File: src/rtl/hex_entry_pad.sv
// Four-button hex entry pad: synchronize and debounce the buttons, edit a 4-digit
// buffer under a cursor, and hand committed values out over a valid/ready handshake.
module hex_entry_pad #(
  parameter int DB_LIMIT = 500000,
  parameter int DB_W     = 19
) (
  input  logic        clk,
  input  logic        rst,
  input  logic        btn_inc_n,
  input  logic        btn_next_n,
  input  logic        btn_clear_n,
  input  logic        btn_commit_n,
  output logic [15:0] digits,
  output logic [1:0]  cursor,
  output logic [3:0]  cursor_onehot,
  output logic [3:0]  pressed,
  output logic [15:0] entry_data,
  output logic        entry_valid,
  input  logic        entry_ready,
  output logic        overrun
);

  localparam logic [DB_W-1:0] CNT_LAST = DB_W'(DB_LIMIT - 1);
  localparam logic [DB_W-1:0] CNT_ONE  = DB_W'(1);
  localparam logic [DB_W-1:0] CNT_ZERO = DB_W'(0);

  typedef enum logic {
    ST_IDLE = 1'b0,
    ST_PEND = 1'b1
  } state_e;

  // Bit order everywhere is {commit, clear, next, inc}.
  logic [3:0]           btn_n_s;
  logic [3:0]           sync1_q;
  logic [3:0]           sync2_q;
  logic [3:0]           stable_q;
  logic [3:0]           stable_d;
  logic [3:0][DB_W-1:0] cnt_q;
  logic [3:0][DB_W-1:0] cnt_d;
  logic [3:0]           fall_s;

  logic act_clear_s;
  logic act_commit_s;
  logic act_inc_s;
  logic act_next_s;

  logic [15:0] digits_q;
  logic [15:0] digits_d;
  logic [1:0]  cursor_q;
  logic [1:0]  cursor_d;
  logic [3:0]  onehot_q;
  logic [3:0]  onehot_d;
  logic [15:0] data_q;
  logic [15:0] data_d;
  logic        overrun_q;
  logic        overrun_d;
  state_e      state_q;
  state_e      state_d;

  assign btn_n_s = {btn_commit_n, btn_clear_n, btn_next_n, btn_inc_n};

  // Synchronizer and debounce state; everything resets to the released level.
  always_ff @(posedge clk) begin
    if (rst) begin
      sync1_q  <= 4'hF;
      sync2_q  <= 4'hF;
      stable_q <= 4'hF;
      for (int i = 0; i < 4; i++) begin
        cnt_q[i] <= CNT_ZERO;
      end
    end else begin
      sync1_q  <= btn_n_s;
      sync2_q  <= sync1_q;
      stable_q <= stable_d;
      cnt_q    <= cnt_d;
    end
  end

  // The press pulse is decoded from the accepting count so edits land on the
  // same edge the stable level flips.
  always_comb begin
    stable_d = stable_q;
    fall_s   = 4'b0000;
    for (int i = 0; i < 4; i++) begin
      cnt_d[i] = CNT_ZERO;
      if (sync2_q[i] != stable_q[i]) begin
        if (cnt_q[i] == CNT_LAST) begin
          stable_d[i] = sync2_q[i];
          fall_s[i]   = ~sync2_q[i];
          cnt_d[i]    = CNT_ZERO;
        end else begin
          cnt_d[i] = cnt_q[i] + CNT_ONE;
        end
      end else begin
        cnt_d[i] = CNT_ZERO;
      end
    end
  end

  assign act_clear_s  = fall_s[2];
  assign act_commit_s = fall_s[3] & ~fall_s[2];
  assign act_inc_s    = fall_s[0] & ~fall_s[2] & ~fall_s[3];
  assign act_next_s   = fall_s[1] & ~fall_s[0] & ~fall_s[2] & ~fall_s[3];

  always_comb begin
    digits_d = digits_q;
    cursor_d = cursor_q;
    onehot_d = onehot_q;
    if (act_clear_s) begin
      digits_d = 16'h0000;
      cursor_d = 2'd0;
      onehot_d = 4'b0001;
    end else if (act_inc_s) begin
      case (cursor_q)
        2'd0:    digits_d[15:12] = digits_q[15:12] + 4'd1;
        2'd1:    digits_d[11:8]  = digits_q[11:8]  + 4'd1;
        2'd2:    digits_d[7:4]   = digits_q[7:4]   + 4'd1;
        2'd3:    digits_d[3:0]   = digits_q[3:0]   + 4'd1;
        default: digits_d        = digits_q;
      endcase
    end else if (act_next_s) begin
      cursor_d = cursor_q + 2'd1;
      onehot_d = {onehot_q[2:0], onehot_q[3]};
    end else begin
      digits_d = digits_q;
    end
  end

  // Handshake: a commit while a value is still pending and not being taken is dropped.
  always_comb begin
    state_d   = state_q;
    data_d    = data_q;
    overrun_d = overrun_q;
    if (act_clear_s) begin
      overrun_d = 1'b0;
    end else begin
      overrun_d = overrun_q;
    end
    case (state_q)
      ST_IDLE: begin
        if (act_commit_s) begin
          data_d  = digits_q;
          state_d = ST_PEND;
        end else begin
          state_d = ST_IDLE;
        end
      end
      ST_PEND: begin
        if (entry_ready) begin
          if (act_commit_s) begin
            data_d  = digits_q;
            state_d = ST_PEND;
          end else begin
            state_d = ST_IDLE;
          end
        end else if (act_commit_s) begin
          overrun_d = 1'b1;
        end else begin
          state_d = ST_PEND;
        end
      end
      default: begin
        state_d = ST_IDLE;
      end
    endcase
  end

  always_ff @(posedge clk) begin
    if (rst) begin
      digits_q  <= 16'h0000;
      cursor_q  <= 2'd0;
      onehot_q  <= 4'b0001;
      data_q    <= 16'h0000;
      overrun_q <= 1'b0;
      state_q   <= ST_IDLE;
    end else begin
      digits_q  <= digits_d;
      cursor_q  <= cursor_d;
      onehot_q  <= onehot_d;
      data_q    <= data_d;
      overrun_q <= overrun_d;
      state_q   <= state_d;
    end
  end

  assign digits        = digits_q;
  assign cursor        = cursor_q;
  assign cursor_onehot = onehot_q;
  assign pressed       = ~stable_q;
  assign entry_data    = data_q;
  assign entry_valid   = (state_q == ST_PEND);
  assign overrun       = overrun_q;

endmodule

File: config.mk
export PLATFORM = sky130hd
export DESIGN_NAME = hex_entry_pad
export DESIGN_NICKNAME = d
export VERILOG_FILES = /design/src/rtl/hex_entry_pad.sv
export SDC_FILE = /design/constraint.sdc
export NUM_CORES = 1
export LEC_CHECK = 0
export CORE_UTILIZATION = 55
export CTS_BUF_LIST = sky130_fd_sc_hd__clkbuf_4 sky130_fd_sc_hd__clkbuf_8
export CTS_CLUSTER_DIAMETER = 150
export DETAILED_ROUTE_END_ITERATION = 10
export PLACE_DENSITY = 0.84
export REMOVE_ABC_BUFFERS = 1
export SYNTH_ARGS = -nofsm -noshare
export SYNTH_HDL_FRONTEND = slang
export SYNTH_SLANG_ARGS = --single-unit
File: constraint.sdc
create_clock -name clk -period 4.83 [get_ports clk]
set_input_delay 0.966 -clock clk [delete_from_list [all_inputs] [get_ports clk]]
set_output_delay 0.966 -clock clk [all_outputs]
set_load 0.1 [all_outputs]
==> impl_metrics.prom <==
# TYPE chip_impl_metric gauge
chip_impl_metric{name="wl_per_cell",unit="um"} 14.6
chip_impl_info{name="ctsRootBufferMaster",value="sky130_fd_sc_hd__clkbuf_8"} 1
chip_impl_metric{name="route.detailed.drc",unit=""} 0
chip_impl_metric{name="drt_pass1_iterations",unit=""} 6
chip_impl_metric{name="cp_depth",unit=""} 1
chip_impl_metric{name="synth_edf_count",unit=""} 0
chip_impl_metric{name="post-cts-setup-buffer-count",unit=""} 0
chip_impl_metric{name="pin_count",unit=""} 51
chip_impl_metric{name="syn_area_cell",unit="um^2"} 8.97
chip_impl_metric{name="maxCapViolCount",unit=""} 0
chip_impl_metric{name="core_area",unit="mm^2"} 0.00973
chip_impl_metric{name="synth_async_reset_ratio",unit="%"} 0
chip_impl_metric{name="relative_slew_slack",unit="%"} 32.6
chip_impl_metric{name="synth.cell_area",unit="mm^2"} 0.00550
chip_impl_info{name="critPathCaptureType",value="primary output"} 1
chip_impl_metric{name="reg2regPathDepth",unit=""} 5
chip_impl_metric{name="post_synth_cell_types",unit=""} 50
chip_impl_metric{name="tightestPinTransition",unit="ns"} 1.01
chip_impl_metric{name="grtUsageTotal",unit="%"} 23.8
chip_impl_metric{name="worstSkewPairLatency",unit="ns"} 0.44
chip_impl_metric{name="path_clk_slew",unit="ns"} 0.07
chip_impl_metric{name="detail-route-antenna-nets",unit=""} 0
chip_impl_info{name="slowest_stage",value="sky130_fd_sc_hd__clkdlybuf4s50_1"} 1
chip_impl_info{name="rsz0062_at_grt",value="no"} 1
chip_impl_info{name="outcome",value="finished, final reports clean"} 1
chip_impl_metric{name="grt_pass1_wl",unit="um"} 19200
chip_impl_metric{name="antenna_found_initial",unit=""} 0
chip_impl_metric{name="maxClockFrequency",unit="GHz"} 0.330
chip_impl_metric{name="syn-instance-count",unit=""} 613
chip_impl_info{name="commonest_cells_after_routing_fill_and_taps_aside",value="128 x sky130_fd_sc_hd__dfxtp_1, 114 x sky130_fd_sc_hd__nor2_1, 50 x sky130_fd_sc_hd__clkdlybuf4s50_1"} 1
chip_impl_metric{name="hold_viol",unit=""} 0
chip_impl_metric{name="largest_net_degree_at_the_start_of_global_routing",unit=""} 29
chip_impl_metric{name="fp.dieH",unit="um"} 102
chip_impl_metric{name="nFillCells",unit=""} 747
chip_impl_metric{name="clock_sinks",unit=""} 128
chip_impl_metric{name="crit_fanout",unit=""} 6
chip_impl_metric{name="fin_setup_tns",unit="ns"} 0
chip_impl_metric{name="postCtsHoldBufs",unit=""} 0
chip_impl_metric{name="worst-endpoint-arrival",unit="ns"} 2.06
chip_impl_metric{name="cellLeakagePower",unit="nW"} 2.10
chip_impl_info{name="startpoint_type",value="flip-flop"} 1
chip_impl_metric{name="nNetsFinal",unit=""} 684
chip_impl_metric{name="synth_seq_cells",unit=""} 128
chip_impl_metric{name="maxSlewViolCount",unit=""} 0
chip_impl_metric{name="die_area",unit="mm^2"} 0.0104
chip_impl_metric{name="cts.repair.resized",unit=""} 0
chip_impl_metric{name="finalSetupViolations",unit=""} 0
chip_impl_info{name="path_class_of_the_lowest_slack_min_delay_path",value="flip-flop to flip-flop"} 1
chip_impl_info{name="critPathKind",value="flip-flop to primary output"} 1
chip_impl_info{name="timing.critical_path.cells",value="clkdlybuf4s50_1"} 1
chip_impl_metric{name="grt_pass1_vias",unit=""} 4322
chip_impl_metric{name="clock_tree.buffer_depth",unit=""} 2
chip_impl_metric{name="timing.final.crit_period",unit="ns"} 3.03
chip_impl_metric{name="worst_path_largest_cell_delay",unit="ns"} 1.18
chip_impl_metric{name="place.port_buffers",unit=""} 50
chip_impl_metric{name="cts_inserted_buffers",unit=""} 17
chip_impl_metric{name="peakVddDrop",unit="mV"} 0.175
chip_impl_info{name="cts_tree",value="done"} 1
chip_impl_metric{name="via_per_inst",unit=""} 5.64
chip_impl_metric{name="chipWidth",unit="um"} 102
chip_impl_metric{name="start_util",unit="%"} 56.5
chip_impl_metric{name="vias_after_detailed_routing",unit=""} 4562
chip_impl_metric{name="post-layout-total-power",unit="W"} 0.00210
chip_impl_metric{name="dpl.hpwl",unit="um"} 8100
chip_impl_metric{name="layout_cells_sized_above_1",unit="%"} 7.25
chip_impl_metric{name="power.density_cell_area",unit="mW/mm^2"} 321
chip_impl_metric{name="setup_skew_after_layout",unit="ns"} 0.00901
chip_impl_metric{name="drt-total-wl",unit="um"} 11800
chip_impl_metric{name="seq_area_frac_synth",unit="%"} 46.6
chip_impl_info{name="dominantRegCellSynth",value="sky130_fd_sc_hd__dfxtp_1"} 1
chip_impl_info{name="kind_of_cell_adding_the_most_delay_to_the_critical_path",value="buffers and inverters"} 1
chip_impl_metric{name="timing.critical_path.buf_inv",unit=""} 1
chip_impl_metric{name="antenna_cells_inserted",unit=""} 0
chip_impl_metric{name="gp_congestion",unit=""} 0.824
chip_impl_metric{name="worstHoldPathCells",unit=""} 1
chip_impl_metric{name="yosysWarnings",unit=""} 0
chip_impl_metric{name="placement_rows",unit=""} 36
chip_impl_metric{name="overflow",unit=""} 0
chip_impl_metric{name="detailedRoute.firstIterationViolations",unit=""} 219
chip_impl_metric{name="critical_path_required",unit="ns"} 3.86
chip_impl_metric{name="htreeDepth",unit=""} 4
chip_impl_metric{name="layout_worst_path_cycle_share",unit="%"} 62.7
chip_impl_info{name="final_common_cell",value="sky130_fd_sc_hd__dfxtp_1"} 1
chip_impl_metric{name="syn2layout_area_growth",unit="%"} 18.9
[metrics by stage]
stage | setup WS [ns] | std cells | area (um^2) | hold slack (ns) | utilization [%]
finish | 1.80 | 809 | 6530 | 0.409 | 67.2
global route | 1.74 | 809 | 6530 | 0.426 | 67.2
CTS | 1.81 | 809 | 6530 | 0.411 | 67.2
detailed placement | 1.91 | 779 | 6100 | 0.394 | 62.7
global placement | 1.94 | 779 | 6100 | 0.398 | 62.7
floorplan | 2.14 | 594 | 5420 | 0.389 | -
[flip-flops by register name, indices dropped and copies added (netlist names)]
register / count
digits: 16
cursor_onehot: 4
stable_q: 4
entry_data: 16
sync2_q: 4
sync1_q: 4
entry_valid: 1
cnt_q: 76
cursor: 2
overrun: 1
[cell families after synthesis]
group / count (synthesis) / synth area share (%)
AOI/OAI and AO/OA: 62 / 7.22
xor gates and xnor gates: 71 / 11.3
adders and majority gates: 12 / 2.73
buffers and inverters: 43 / 3.10
DFF: 128 / 46.6
muxes: 16 / 2.91
and+or+nand+nor: 281 / 26.1
[report_power, final]
part / internal (W) / total, W / switching [W]
clock network: 0.000620 / 0.00101 / 0.000390
logic: 0.00000929 / 0.0000241 / 0.0000148
registers: 0.00106 / 0.00106 / 0.00000275
[routing by layer]
layer | track usage, % | routed length [um] | vias to the layer above | share of wire [%]
met3 | 6.29 | 622 | 38 | 5.3
met5 | 0 | 0 | - | 0
met1 | 27.6 | 5050 | 2142 | 43
li1 | - | - | 2221 | -
met2 | 40.8 | 5770 | 161 | 49
met4 | 11.4 | 348 | 0 | 3.0
[worst register-to-register path, delay by kind of cell, from the launching register on]
family / cells / cell delay, ns
compound gates: 2 / 0.77
flops: 1 / 0.35
simple gates: 3 / 1.55
[path summary, 6_finish.rpt]
kind	startpoint	to	slack, ns
max	digits[8]	digits[8]	1.80
min reg2reg	sync1_q[3]	sync2_q[3]	0.41
max reg2reg	cnt_q[12]	digits[10]	2.07
min	sync1_q[3]	sync2_q[3]	0.41
[Yosys cell counts, types with 2 or more instances]
cell | n | area [um^2]
sky130_fd_sc_hd__buf_1 | 2 | 7.51
sky130_fd_sc_hd__o31ai_1 | 8 | 60.1
sky130_fd_sc_hd__nand3_1 | 37 | 185
sky130_fd_sc_hd__or3_1 | 7 | 43.8
sky130_fd_sc_hd__nand4b_1 | 2 | 17.5
sky130_fd_sc_hd__xor2_1 | 29 | 254
sky130_fd_sc_hd__a21oi_1 | 24 | 120
sky130_fd_sc_hd__o211ai_1 | 4 | 30.0
sky130_fd_sc_hd__xnor2_1 | 42 | 368
sky130_fd_sc_hd__o21ai_0 | 15 | 75.1
sky130_fd_sc_hd__nor3_1 | 8 | 40.0
sky130_fd_sc_hd__nand4_1 | 18 | 113
sky130_fd_sc_hd__o21ai_1 | 2 | 10.0
sky130_fd_sc_hd__nand2_1 | 28 | 105
sky130_fd_sc_hd__or2_2 | 9 | 56.3
sky130_fd_sc_hd__mux2i_1 | 16 | 160
sky130_fd_sc_hd__and4_1 | 8 | 70.1
sky130_fd_sc_hd__inv_1 | 24 | 90.1
sky130_fd_sc_hd__dfxtp_1 | 128 | 2560
sky130_fd_sc_hd__nor2_1 | 114 | 428
sky130_fd_sc_hd__nor4b_1 | 3 | 26.3
sky130_fd_sc_hd__ha_1 | 12 | 150
sky130_fd_sc_hd__nor4bb_1 | 3 | 30.0
sky130_fd_sc_hd__nor4_1 | 5 | 31.3
sky130_fd_sc_hd__or4_1 | 10 | 75.1
sky130_fd_sc_hd__and3_1 | 11 | 68.8
sky130_fd_sc_hd__nor2b_1 | 4 | 25.0
sky130_fd_sc_hd__and2_1 | 3 | 18.8
sky130_fd_sc_hd__or4b_1 | 2 | 20.0
sky130_fd_sc_hd__clkbuf_1 | 15 | 56.3
[area by class of cell]
class                           count  area (um^2)  area share [%]
Multi-Input combinational cell    442         2760            42.3
Sequential cell                   128         2560            39.2
Timing Repair Buffer               52          515            7.89
Clock buffer                       24          305            4.67
Tap cell                          133          166            2.55
Clock inverter                      6          130            1.99
Inverter                           24         90.1            1.38
Power figures use the tool's default switching activity.
